<file path="config.mk">
export PLATFORM = sky130hd
export DESIGN_NAME = pipe_stage_reg
export DESIGN_NICKNAME = d
export VERILOG_FILES = /design/src/rtl/pipe_stage_reg.sv
export SDC_FILE = /design/constraint.sdc
export NUM_CORES = 1
export LEC_CHECK = 0
export CAP_MARGIN = 10
export CORE_MARGIN = 2
export CORE_UTILIZATION = 39
export CTS_CLUSTER_DIAMETER = 50
export DETAILED_ROUTE_END_ITERATION = 7
export PLACE_DENSITY = 0.8
export SLEW_MARGIN = 15
export SYNTH_ARGS = -nofsm -noshare
export SYNTH_HDL_FRONTEND = slang
export SYNTH_SLANG_ARGS = --single-unit
</file>
<file path="constraint.sdc">
create_clock -name clk_i -period 1.87 [get_ports clk_i]
set_input_delay 0.187 -clock clk_i [delete_from_list [all_inputs] [get_ports clk_i]]
set_output_delay 0.187 -clock clk_i [all_outputs]
set_load 0.03 [all_outputs]
</file>
<file path="src/rtl/pipe_stage_reg.sv">
// pipe_stage_reg: valid/ready pipeline register with flush and saturating stall counter.
// Define PIPE_STAGE_SKID_EN to add a one-entry skid buffer that makes ready_o a pure register output.
module pipe_stage_reg #(
  parameter int DATA_W = 32,
  parameter int CTRL_W = 4,
  parameter int CNT_W  = 16
) (
  input  logic              clk_i,
  input  logic              start_i,
  input  logic              valid_i,
  output logic              ready_o,
  input  logic [DATA_W-1:0] data_i,
  input  logic [CTRL_W-1:0] ctrl_i,
  input  logic              flush_i,
  output logic              valid_o,
  input  logic              ready_i,
  output logic [DATA_W-1:0] data_o,
  output logic [CTRL_W-1:0] ctrl_o,
  output logic [CNT_W-1:0]  stall_cnt_o,
  input  logic              clr_cnt_i
);
  logic              out_valid;
  logic [DATA_W-1:0] out_data;
  logic [CTRL_W-1:0] out_ctrl;
  logic              in_xfer;
  logic              out_xfer;
  logic              stall;

  assign in_xfer  = valid_i && ready_o;
  assign out_xfer = out_valid && ready_i;
  assign stall    = out_valid && !ready_i && !flush_i;
  assign valid_o  = out_valid;
  assign data_o   = out_data;
  // An empty stage always presents a bubble, whatever stale ctrl the register holds.
  assign ctrl_o   = out_valid ? out_ctrl : '0;

`ifdef PIPE_STAGE_SKID_EN
  logic              skid_valid;
  logic [DATA_W-1:0] skid_data;
  logic [CTRL_W-1:0] skid_ctrl;

  assign ready_o = !skid_valid;

  always_ff @(posedge clk_i or negedge start_i)
    if (!start_i) begin
      out_valid  <= 1'b0;
      out_data   <= '0;
      out_ctrl   <= '0;
      skid_valid <= 1'b0;
      skid_data  <= '0;
      skid_ctrl  <= '0;
    end else if (flush_i) begin
      out_valid  <= 1'b0;
      out_ctrl   <= '0;
      skid_valid <= 1'b0;
      skid_ctrl  <= '0;
    end else if (out_xfer || !out_valid) begin
      // The older skid beat must leave before anything new so order is preserved.
      if (skid_valid) begin
        out_valid  <= 1'b1;
        out_data   <= skid_data;
        out_ctrl   <= skid_ctrl;
        skid_valid <= 1'b0;
        skid_ctrl  <= '0;
      end else begin
        out_valid <= in_xfer;
        if (in_xfer) begin
          out_data <= data_i;
          out_ctrl <= ctrl_i;
        end
      end
    end else if (in_xfer) begin
      skid_valid <= 1'b1;
      skid_data  <= data_i;
      skid_ctrl  <= ctrl_i;
    end
`else
  assign ready_o = !out_valid || ready_i;

  always_ff @(posedge clk_i or negedge start_i)
    if (!start_i) begin
      out_valid <= 1'b0;
      out_data  <= '0;
      out_ctrl  <= '0;
    end else if (flush_i) begin
      out_valid <= 1'b0;
      out_ctrl  <= '0;
    end else if (in_xfer) begin
      out_valid <= 1'b1;
      out_data  <= data_i;
      out_ctrl  <= ctrl_i;
    end else if (out_xfer) begin
      out_valid <= 1'b0;
    end
`endif

  always_ff @(posedge clk_i or negedge start_i)
    if (!start_i)
      stall_cnt_o <= '0;
    else if (clr_cnt_i)
      stall_cnt_o <= '0;
    else if (stall && stall_cnt_o != {CNT_W{1'b1}})
      stall_cnt_o <= stall_cnt_o + 1'b1;
endmodule
</file>
==> metrics.cfg, run 1 <==
[run_status]
run_status=finished clean

[timing]
finClkSkew_ns=0.00945
grt_setup_unrepaired=false
final_hold_viol_count=0
max_freq_mhz=553
slew_viol_final=0
tightestPinTransition_ns=0.529
max-slew-margin-rel_pct=64.8
setup_violations_final=0
final.period_utilization_pct=96.6
finalWorstSetupSlack_ns=0.0628
clock_period_minus_worst_slack_ns=1.81

[logic_synthesis]
yosys.area.top_type_share_pct=54.9
synthCells=203
postSynthAreaPerCell_um2=11.9
synth.yosys.warnings=0
synth_fp_nets=246
sequential_to_total_area_share_from_yosys_stat_pct=54.9
synth.top_cells.by_area=sky130_fd_sc_hd__dfrtp_1, sky130_fd_sc_hd__mux2_2, sky130_fd_sc_hd__a21oi_1, sky130_fd_sc_hd__o31ai_1, sky130_fd_sc_hd__or4_1
synthDistinctLibCells=32
post-synth-top-count-cell=sky130_fd_sc_hd__dfrtp_1
ys.flop_type=sky130_fd_sc_hd__dfrtp_1
cell_area_after_synthesis_mm2=0.00242
netlist_top_cells_count=sky130_fd_sc_hd__dfrtp_1, sky130_fd_sc_hd__mux2_2, sky130_fd_sc_hd__a21oi_1
synthArstFlopShare_pct=100
post-synth-top-area-cell=sky130_fd_sc_hd__dfrtp_1
synth_edf_count=0
synth-seq-cells=53

[critical_path]
critPathRequiredTime_ns=1.68
crit_path_end_kind=output port
crit_path_max_fanout=8
worst-setup-path-type=reg2out
cp_data_arrival_time_ns=1.62
type_of_element_launching_the_critical_path=register

[finish]
final.fill_count=483
fin_util_pct=61.3
area_overhead_vs_synth_pct=51.1
n_antenna_cell=0
num-nets-final=355
post_route_cells_drive_above_1_share_pct=21.4
fin_area_mm2=0.00365

[clock_tree]
cts-root-to-sink-buffers=2
insertion_delay_ns=0.31
cts.repair_timing.setup_buffer_count=0
cts.reportedPaths.clkPinSlew_ns=0.10
clock_tree.htree_level_count=2
cts_tree=yes
clock_tree_root=sky130_fd_sc_hd__clkbuf_8
clock-sinks=53
total_clock_buffers_created_by_cts=5

[global_route]
number_of_global_route_vias_before_repair=1825
grt_antenna_before_repair=0
grt-ovfl-total=0
grt_pass1_wl_um=8830
globalRouteTotalUtil_pct=17.1
maximum_number_of_pins_on_one_net_before_global_route_repair=33

[die]
floorplan.io_pins=96
placementRows=28
design.die.area_mm2=0.00684
chipWidth_um=82.7
core_region_area_mm2=0.00596
dieHeight_um=82.7
floorplan.initialDensity_pct=40.6

[route]
avgViaCountPerCell=5.11
detail_route.wl_per_cell_um=15.3
detailroute.via_count=1983
drt_iter0_markers=78
detail-route-antenna-nets=0
detail_route.drc_violations=0
wirelength_um=5940
1st_pass_router_iterations=4

[power_and_ir_drop]
share_of_power_burned_in_registers_pct=47.4
power.combinational.fraction_pct=29.8
clkPwrFrac_pct=22.8
power_report.internal_total_w=0.00195
power_density_mw_per_mm2=772
power.switching_fraction_pct=30.7
power.static_leakage_nw=1.46
total_net_switching_power_w=0.000865
ir_drop_uv=498

[placed_design]
io_buffer_count=95
dp.final_hpwl_um=4530
post_dp_cell_area_mm2=0.00355
finalWeightedCongestion=0.781
pre_cts_slack_ns=-0.0883

[worst_hold_path]
holdCritPathClass=in2async

[flow_run]
number_of_max_cap_violations=0

## cell families after synthesis
kind of cell | share of synthesized area (%)
AND/OR/NAND/NOR | 17.9
flip-flops | 54.9
multiplexers | 17.2
AO/OA/AOI/OAI | 6.58
buffers and inverters | 2.90
adder cells (fa/ha/maj) | 0.518
## critical path, cell delays in order (launching register included)
cell                              delay [ns]
sky130_fd_sc_hd__dfrtp_1                0.47
sky130_fd_sc_hd__and2_1                 0.16
sky130_fd_sc_hd__clkdlybuf4s50_1        0.68
## cells in the final DEF (no fill, tap or decap), types with 5 or more instances in the layout
master / netlist / layout
sky130_fd_sc_hd__a21oi_1: 14 / 14
sky130_fd_sc_hd__and2_1: 6 / 6
sky130_fd_sc_hd__and4_1: 5 / 5
sky130_fd_sc_hd__buf_4: 0 / 15
sky130_fd_sc_hd__clkbuf_8: 0 / 5
sky130_fd_sc_hd__clkdlybuf4s50_1: 0 / 92
sky130_fd_sc_hd__dfrtp_1: 53 / 51
sky130_fd_sc_hd__mux2_2: 36 / 36
sky130_fd_sc_hd__nand2_1: 11 / 11
sky130_fd_sc_hd__nand3_1: 8 / 8
sky130_fd_sc_hd__nor2_1: 7 / 6
sky130_fd_sc_hd__o31ai_1: 8 / 8
sky130_fd_sc_hd__or4_1: 6 / 6
## registers in the layout, indices dropped and copies added, names as in the netlist
register / cells
data_o: 32
valid_o: 1
out_ctrl: 4
stall_cnt_o: 16
## per-layer routing
metal / wire [um] / vias up / GRT usage (%) / part of all wire, %
met4: 42 / 0 / 4.10 / 0.71
met5: 0 / - / 0 / 0
met1: 2610 / 935 / 22.2 / 44
met2: 2650 / 83 / 28.1 / 45
met3: 635 / 7 / 5.11 / 11
li1: - / 958 / - / -
## what timing repair did
action | CTS | global route
hold buffers | 1 | 0
endpoints found under the setup margin | 0 | 1
endpoints found under the hold margin | 18 | 0
resized for setup | 0 | 1
## final cells by class
class | instances | area [um2] | area share [%]
flip-flops and latches | 53 | 1330 | 36.4
repair buffers | 112 | 1100 | 30.2
multi-input cells | 137 | 1030 | 28.1
well taps | 75 | 93.8 | 2.57
clock buffers | 6 | 72.6 | 1.99
clock inverters | 2 | 15.0 | 0.411
inverters | 3 | 11.3 | 0.309
## worst paths after layout
| kind | from | to | slack [ns] | cells after the start |
|---|---|---|---|---|
| min in group clk_i | ctrl_i[0] | out_ctrl[0] | 0.44 | 3 |
| setup reg to reg | stall_cnt_o[2] | stall_cnt_o[9] | 0.11 | 4 |
| hold / removal | start_i | stall_cnt_o[2] | 0.38 | 2 |
| setup / recovery | valid_o | ctrl_o[1] | 0.06 | 2 |
| hold reg to reg | data_o[23] | data_o[23] | 0.51 | 1 |
| max in group asynchronous | start_i | stall_cnt_o[8] | 0.94 | 3 |
## power by group through the flow
stage / clock network (W) / logic [W] / registers [W]
after detailed placement: 0 / 0.000846 / 0.00136
after CTS: 0.000664 / 0.000849 / 0.00134
after global routing: 0.000718 / 0.000890 / 0.00135
after global placement: 0 / 0.000836 / 0.00135
final: 0.000643 / 0.000840 / 0.00134
after floorplan: 0 / 0.000170 / 0.00161
## through the flow
step	instances	TNS [ns]	total power, W	hold slack, ns
after CTS	388	0	0.00285	0.388
after floorplan	203	0	0.00178	-0.109
after global routing	388	0	0.00296	0.422
after detailed placement	379	-0.158	0.00221	0.192
final	388	0	0.00282	0.381
after global placement	379	-0.0789	0.00219	0.190
Power figures use the tool's default switching activity.
==> run 2: changes to the inputs <==
--- a/config.mk
+++ b/config.mk
@@ -6,8 +6,10 @@
 export NUM_CORES = 1
 export LEC_CHECK = 0
 export CAP_MARGIN = 10
+export CELL_PAD_IN_SITES_DETAIL_PLACEMENT = 2
+export CELL_PAD_IN_SITES_GLOBAL_PLACEMENT = 2
 export CORE_MARGIN = 2
-export CORE_UTILIZATION = 39
+export CORE_UTILIZATION = 24
 export CTS_CLUSTER_DIAMETER = 50
 export DETAILED_ROUTE_END_ITERATION = 7
 export PLACE_DENSITY = 0.8
==> run 2 against run 1 <==
Net effect: die area increased by 59%; flip-flop and latch count unchanged; combinational power increased by 2%; utilization decreased by 23 points; sequential share of layout area decreased by 1.1 points; worst setup slack improved by 0.043 ns; clock skew increased by 0.0047 ns; register-to-register slack about the same; global-route usage decreased by 2.1 points; highest routed layer unchanged.
==> metrics.cfg, run 2 (synthesized netlist as in run 1, its figures left out) <==
[timing]
finalWorstSetupSlack_ns=0.106  ; was 0.0628 ns
max-slew-margin-rel_pct=63.2  ; was 64.8%
finalSetupTns_ns=0  ; unchanged
final_hold_viol_count=0  ; unchanged
grt_setup_unrepaired=false  ; unchanged
slew_viol_final=0  ; unchanged
final.period_utilization_pct=94.4  ; was 96.6%
max_freq_mhz=567  ; was 553 MHz
setup_violations_final=0  ; unchanged
clock_period_minus_worst_slack_ns=1.76  ; was 1.81 ns
finClkSkew_ns=0.0142  ; was 0.00945 ns
tightestPinTransition_ns=0.553  ; was 0.529 ns

[clock_tree]
clock-sinks=53  ; unchanged
cts.reportedPaths.clkPinSlew_ns=0.12  ; was 0.10 ns
clock_tree.htree_level_count=2  ; unchanged
cts_tree=yes  ; unchanged
insertion_delay_ns=0.32  ; was 0.31 ns
clock_tree_root=sky130_fd_sc_hd__clkbuf_8  ; unchanged
total_clock_buffers_created_by_cts=5  ; unchanged
cts-root-to-sink-buffers=2  ; unchanged
cts.repair_timing.setup_buffer_count=0  ; unchanged

[route]
detail_route.drc_violations=0  ; unchanged
1st_pass_router_iterations=4  ; unchanged
detailroute.via_count=2104  ; was 1,983
detail-route-antenna-nets=0  ; unchanged
detail_route.wl_per_cell_um=18.3  ; was 15.3 um
drt_iter0_markers=52  ; was 78
wirelength_um=8240  ; was 5940 um
avgViaCountPerCell=4.68  ; was 5.11

[global_route]
maximum_number_of_pins_on_one_net_before_global_route_repair=33  ; unchanged
grt-ovfl-total=0  ; unchanged
grt_pass1_wl_um=12900  ; was 8830 um
number_of_global_route_vias_before_repair=2396  ; was 1,825
grt_antenna_before_repair=0  ; unchanged
globalRouteTotalUtil_pct=15.0  ; was 17.1%

[die]
floorplan.initialDensity_pct=24.7  ; was 40.6%
dieHeight_um=104  ; was 82.7 um
floorplan.io_pins=96  ; unchanged
core_region_area_mm2=0.00977  ; was 0.00596 mm2
chipWidth_um=104  ; was 82.7 um
placementRows=36  ; was 28
design.die.area_mm2=0.0109  ; was 0.00684 mm2

[placed_design]
post_dp_cell_area_mm2=0.00365  ; was 0.00355 mm2
pre_cts_slack_ns=-0.108  ; was -0.0883 ns
io_buffer_count=95  ; unchanged
placed_cells=441  ; was 379
dp.final_hpwl_um=6400  ; was 4530 um
finalWeightedCongestion=0.693  ; was 0.781

[critical_path]
timing.critical_path.buf_inv=0  ; was 1
worst-setup-path-type=reg2reg  ; was reg2out
crit_path_max_fanout=5  ; was 8
crit_path_end_kind=register  ; was output port
critical_path.max_stage_delay_ns=0.46  ; was 0.68 ns
cp_data_arrival_time_ns=2.00  ; was 1.62 ns
critPathRequiredTime_ns=2.10  ; was 1.68 ns
type_of_element_launching_the_critical_path=register  ; unchanged
slowest_stage=sky130_fd_sc_hd__dfrtp_2  ; was sky130_fd_sc_hd__clkdlybuf4s50_1
cp_cell_sequence=ha_2, and4_1, and4_1, or4_1, a21oi_1  ; was and2_1, clkdlybuf4s50_1
cp_common_cell=sky130_fd_sc_hd__and4_1
worst_path_dominant_cell_family=simple AND/OR/NAND/NOR gates  ; was buffers and inverters

[power_and_ir_drop]
report.power.total_w=0.00292  ; was 0.00282 W
share_of_power_burned_in_registers_pct=46.1  ; was 47.4%
power.static_leakage_nw=1.54  ; was 1.46 nW
power_density_mw_per_mm2=774  ; was 772 mW/mm2
power_report.internal_total_w=0.00196  ; was 0.00195 W
total_net_switching_power_w=0.000961  ; was 0.000865 W
ir_drop_uv=358  ; was 498 uV
clkPwrFrac_pct=24.5  ; was 22.8%
power.switching_fraction_pct=32.9  ; was 30.7%
power.combinational.fraction_pct=29.4  ; was 29.8%

[run_status]
run_status=finished clean  ; unchanged

[flow_run]
number_of_max_cap_violations=0  ; unchanged

[finish]
post_route_cells_drive_above_1_share_pct=24.9  ; was 21.4%
fin_area_mm2=0.00378  ; was 0.00365 mm2
largest_register_ff_count=32  ; unchanged
num-nets-final=359  ; was 355
n_antenna_cell=0  ; unchanged
finalNonFillerCells=450  ; was 388
area_overhead_vs_synth_pct=56.3  ; was 51.1%
layout.cells.most_common=sky130_fd_sc_hd__clkdlybuf4s50_1  ; unchanged
commonest_cells_after_routing_fill_and_taps_aside=sky130_fd_sc_hd__clkdlybuf4s50_1, sky130_fd_sc_hd__dfrtp_1, sky130_fd_sc_hd__mux2_2, sky130_fd_sc_hd__buf_4, sky130_fd_sc_hd__a21oi_1  ; unchanged

[worst_hold_path]
holdCritPathClass=in2async  ; unchanged

-- run 2: area by class of cell --
cell class | count | area (um2)
repair buffers | 116 | 1140
inverters | 3 | 11.3
clock buffers | 5 | 68.8
multi-input cells | 137 | 1030
well taps | 133 | 166
clock inverters | 3 | 26.3
fillers | 1027 | 6000
flip-flops and latches | 53 | 1330
-- run 2: layer usage --
| layer | wire [um] | part of all wire (%) | up-vias | global-route usage [%] |
|---|---|---|---|---|
| met5 | 0 | 0 | - | 0 |
| met3 | 193 | 2.3 | 7 | 2.13 |
| li1 | - | - | 961 | - |
| met1 | 3280 | 40 | 1093 | 17.4 |
| met4 | 89 | 1.1 | 0 | 3.67 |
| met2 | 4670 | 57 | 43 | 28.7 |
-- run 2: per-stage QoR --
stage / util, % / hold slack [ns]
5_1_grt: 38.6 / 0.421
6_report: 38.6 / 0.392
2_1_floorplan: - / -0.109
3_5_place_dp: 37.4 / 0.212
3_3_place_gp: 37.4 / 0.201
4_1_cts: 38.4 / 0.392
-- run 2: repair_timing --
action	CTS	global route
pin swaps	0	0
endpoints found under the setup margin	1	12
resized for setup	1	11
endpoints found under the hold margin	18	0
hold buffers	1	0
-- run 2: path summary, 6_finish.rpt --
kind / startpoint / endpoint / slack [ns] / cells past startpoint
setup / recovery: stall_cnt_o[0] / stall_cnt_o[2] / 0.11 / 5
hold / removal: start_i / stall_cnt_o[9] / 0.39 / 2
setup reg to reg: stall_cnt_o[0] / stall_cnt_o[2] / 0.11 / 5
hold reg to reg: data_o[24] / data_o[24] / 0.52 / 1
max in group asynchronous: start_i / data_o[21] / 0.92 / 3
min in group clk_i: ctrl_i[1] / out_ctrl[1] / 0.42 / 3
-- run 2: worst register-to-register path: stages, from the launching register on --
cell and delay (ns):
sky130_fd_sc_hd__dfrtp_2 0.46, sky130_fd_sc_hd__ha_2 0.23, sky130_fd_sc_hd__and4_1 0.19, sky130_fd_sc_hd__and4_1 0.25, sky130_fd_sc_hd__or4_1 0.40, sky130_fd_sc_hd__a21oi_1 0.16
-- run 2: power groups by stage --
stage / combinational (W) / sequential [W] / clock, W
finish: 0.000859 / 0.00135 / 0.000716
global route: 0.000898 / 0.00136 / 0.000773
CTS: 0.000873 / 0.00135 / 0.000739
detailed placement: 0.000869 / 0.00137 / 0
global placement: 0.000848 / 0.00136 / 0
floorplan: 0.000170 / 0.00161 / 0
==> run 3: changes to the inputs <==
--- a/config.mk
+++ b/config.mk
@@ -6,13 +6,14 @@
 export NUM_CORES = 1
 export LEC_CHECK = 0
 export CAP_MARGIN = 10
-export CELL_PAD_IN_SITES_DETAIL_PLACEMENT = 2
-export CELL_PAD_IN_SITES_GLOBAL_PLACEMENT = 2
+export CELL_PAD_IN_SITES_DETAIL_PLACEMENT = 1
+export CELL_PAD_IN_SITES_GLOBAL_PLACEMENT = 1
 export CORE_MARGIN = 2
-export CORE_UTILIZATION = 24
+export CORE_UTILIZATION = 30
 export CTS_CLUSTER_DIAMETER = 50
 export DETAILED_ROUTE_END_ITERATION = 7
 export PLACE_DENSITY = 0.8
+export SKIP_LAST_GASP = 1
 export SLEW_MARGIN = 15
 export SYNTH_ARGS = -nofsm -noshare
 export SYNTH_HDL_FRONTEND = slang
==> run 3 against run 2 <==
Net effect: die area down 19%; sequential share of layout area grew 0.75 points; cell count down 8.0%; worst hold slack gained 0.0026 ns; combinational power decreased by 2%; register-to-register slack is essentially flat; worst setup slack gained 0.0043 ns; largest cell class unchanged; highest routed layer unchanged.
==> metrics.cfg, run 3 (synthesized netlist as in run 1, its figures left out) <==
[die]
design.die.area_mm2=0.00879  ; was 0.0109 mm2
placementRows=32  ; was 36
dieHeight_um=93.7  ; was 104 um
floorplan.initialDensity_pct=31.1  ; was 24.7%
core_region_area_mm2=0.00777  ; was 0.00977 mm2
floorplan.io_pins=96  ; unchanged
chipWidth_um=93.7  ; was 104 um

[clock_tree]
clock_tree.htree_level_count=2  ; unchanged
clock-sinks=53  ; unchanged
cts.reportedPaths.clkPinSlew_ns=0.10  ; was 0.12 ns
clock_tree_root=sky130_fd_sc_hd__clkbuf_8  ; unchanged
insertion_delay_ns=0.31  ; was 0.32 ns
total_clock_buffers_created_by_cts=5  ; unchanged
cts.repair_timing.setup_buffer_count=0  ; unchanged
cts-root-to-sink-buffers=2  ; unchanged
cts_tree=yes  ; unchanged

[finish]
area_overhead_vs_synth_pct=52.8  ; was 56.3%
commonest_cells_after_routing_fill_and_taps_aside=sky130_fd_sc_hd__clkdlybuf4s50_1, sky130_fd_sc_hd__dfrtp_1, sky130_fd_sc_hd__mux2_2, sky130_fd_sc_hd__buf_4, sky130_fd_sc_hd__a21oi_1  ; unchanged
post_route_cells_drive_above_1_share_pct=23.4  ; was 24.9%
layout.area.seq_mm2=0.00133  ; about the same
largest_register_ff_count=32  ; unchanged
layout.cells.most_common=sky130_fd_sc_hd__clkdlybuf4s50_1  ; unchanged
finalNonFillerCells=414  ; was 450
final.fill_count=864  ; was 1,027
num-nets-final=354  ; was 359
multi_input_combinational_cell_area_mm2=0.00104  ; was 0.00103 mm2
n_antenna_cell=0  ; unchanged

[critical_path]
crit-reg2reg-capture=stall_cnt_o[3]  ; was stall_cnt_o[2]
crit_path_max_fanout=5  ; unchanged
slowest_stage=sky130_fd_sc_hd__dfrtp_2  ; unchanged
critical_path.max_stage_delay_ns=0.44  ; was 0.46 ns
crit_path_end_kind=register  ; unchanged
worst_r2r_path_depth=5  ; unchanged
cp_data_arrival_time_ns=1.96  ; was 2.00 ns
setup.reg_to_reg.worst_slack_ns=0.11  ; about the same
timing.critical_path.buf_inv=0  ; unchanged
crit-reg2reg-launch=stall_cnt_o[0]  ; unchanged
type_of_element_launching_the_critical_path=register  ; unchanged
worst_path_dominant_cell_family=simple AND/OR/NAND/NOR gates  ; unchanged
cp_cell_sequence=ha_2, and4_1, and4_1, nor3_2, mux2_2  ; was ha_2, and4_1, and4_1, or4_1, a21oi_1
cp_common_cell=sky130_fd_sc_hd__and4_1  ; unchanged
critPathRequiredTime_ns=2.07  ; was 2.10 ns
worst-setup-path-type=reg2reg  ; unchanged

[run_status]
run_status=finished clean  ; unchanged

[route]
detail_route.wl_per_cell_um=16.2  ; was 18.3 um
detailroute.via_count=2091  ; was 2,104
avgViaCountPerCell=5.05  ; was 4.68
detail_route.drc_violations=0  ; unchanged
detail-route-antenna-nets=0  ; unchanged
wirelength_um=6700  ; was 8240 um
1st_pass_router_iterations=2  ; was 4
drt_iter0_markers=34  ; was 52

[timing]
slew_viol_final=0  ; unchanged
clock_period_minus_worst_slack_ns=1.76  ; about the same
tightestPinTransition_ns=0.563  ; was 0.553 ns
setup_violations_final=0  ; unchanged
finalWorstSetupSlack_ns=0.110  ; was 0.106 ns
grt_setup_unrepaired=true  ; was false
final_hold_viol_count=0  ; unchanged
finClkSkew_ns=0.00643  ; was 0.0142 ns
final.period_utilization_pct=94.1  ; was 94.4%
max-slew-margin-rel_pct=62.5  ; was 63.2%
max_freq_mhz=568  ; was 567 MHz

[placed_design]
dp.final_hpwl_um=5070  ; was 6400 um
io_buffer_count=95  ; unchanged
pre_cts_slack_ns=-0.0735  ; was -0.108 ns
finalWeightedCongestion=0.804  ; was 0.693
placed_cells=405  ; was 441

[power_and_ir_drop]
ir_drop_uv=381  ; was 358 uV
power_density_mw_per_mm2=773  ; was 774 mW/mm2
power.static_leakage_nw=1.51  ; was 1.54 nW
power.switching_fraction_pct=31.4  ; was 32.9%
power_report.internal_total_w=0.00196  ; about the same
share_of_power_burned_in_registers_pct=46.9  ; was 46.1%
power.combinational.fraction_pct=29.4  ; about the same
clkPwrFrac_pct=23.7  ; was 24.5%
total_net_switching_power_w=0.000898  ; was 0.000961 W

[global_route]
grt_antenna_before_repair=0  ; unchanged
number_of_global_route_vias_before_repair=2224  ; was 2,396
maximum_number_of_pins_on_one_net_before_global_route_repair=33  ; unchanged
globalRouteTotalUtil_pct=15.5  ; was 15.0%
grt_pass1_wl_um=10700  ; was 12,900 um
grt-ovfl-total=0  ; unchanged

[worst_hold_path]
holdCritPathClass=in2async  ; unchanged

[flow_run]
number_of_max_cap_violations=0  ; unchanged

## run 3: cell types whose count changed in the layout (fill, tap and decap cells not counted), sizes merged
cell | before | now
buf | 22 | 17
clkdlybuf4s50 | 88 | 89
clkinv | 0 | 1
clkinvlp | 2 | 1
dlygate4sd2 | 1 | 0
## run 3: per-layer routing
metal / vias to the layer above / track usage [%] / part of all wire, %
met5: - / 0 / 0
met2: 64 / 28.3 / 53
met4: 0 / 4.35 / 1.5
met1: 1057 / 18.4 / 41
met3: 11 / 2.97 / 4.5
li1: 959 / - / -
## run 3: cell type report
type | count | area share [%]
clock inverters | 3 | 0.678
well taps | 102 | 3.46
flip-flops and latches | 53 | 36.0
repair buffers | 111 | 29.5
inverters | 3 | 0.305
multi-input cells | 137 | 28.2
clock buffers | 5 | 1.86
## run 3: through the flow
| stage | area [um2] | util, % | setup TNS, ns | total power [W] | hold WS [ns] |
|---|---|---|---|---|---|
| final | 3690 | 47.5 | 0 | 0.00286 | 0.394 |
| after global routing | 3690 | 47.5 | -0.00148 | 0.00301 | 0.427 |
| after CTS | 3670 | 47.2 | 0 | 0.00290 | 0.415 |
| after detailed placement | 3560 | 45.9 | -0.190 | 0.00221 | 0.223 |
| after global placement | 3560 | 45.9 | -0.0244 | 0.00219 | 0.219 |
| after floorplan | 2420 | - | 0 | 0.00178 | -0.109 |
## run 3: what timing repair did
item / CTS / global route
resized for setup: 0 / 10
endpoints found under the setup margin: 0 / 10
endpoints found under the hold margin: 23 / 0
hold buffers: 1 / 0
## run 3: worst max path at each step
stage,startpoint,slack [ns],depth (start not counted),to
finish,stall_cnt_o[0],0.11,5,stall_cnt_o[3]
floorplan,stall_cnt_o[0],0.008,6,stall_cnt_o[0]
global route,stall_cnt_o[2],-0.001,4,stall_cnt_o[9]
CTS,valid_o,0.03,2,ctrl_o[2]
detailed placement,flush_i,-0.07,5,stall_cnt_o[15]
global placement,flush_i,-0.02,5,stall_cnt_o[9]
## run 3: worst reg2reg max path, cell delays in order (launching register included)
cell                      delay (ns)
sky130_fd_sc_hd__dfrtp_2        0.44
sky130_fd_sc_hd__ha_2           0.22
sky130_fd_sc_hd__and4_1         0.19
sky130_fd_sc_hd__and4_1         0.25
sky130_fd_sc_hd__nor3_2         0.21
sky130_fd_sc_hd__mux2_2         0.35
## run 3: power by group through the flow
stage | clock network (W) | logic, W | registers (W)
floorplan | 0 | 0.000170 | 0.00161
global placement | 0 | 0.000833 | 0.00136
detailed placement | 0 | 0.000848 | 0.00136
CTS | 0.000710 | 0.000851 | 0.00134
global route | 0.000759 | 0.000885 | 0.00136
finish | 0.000677 | 0.000839 | 0.00134
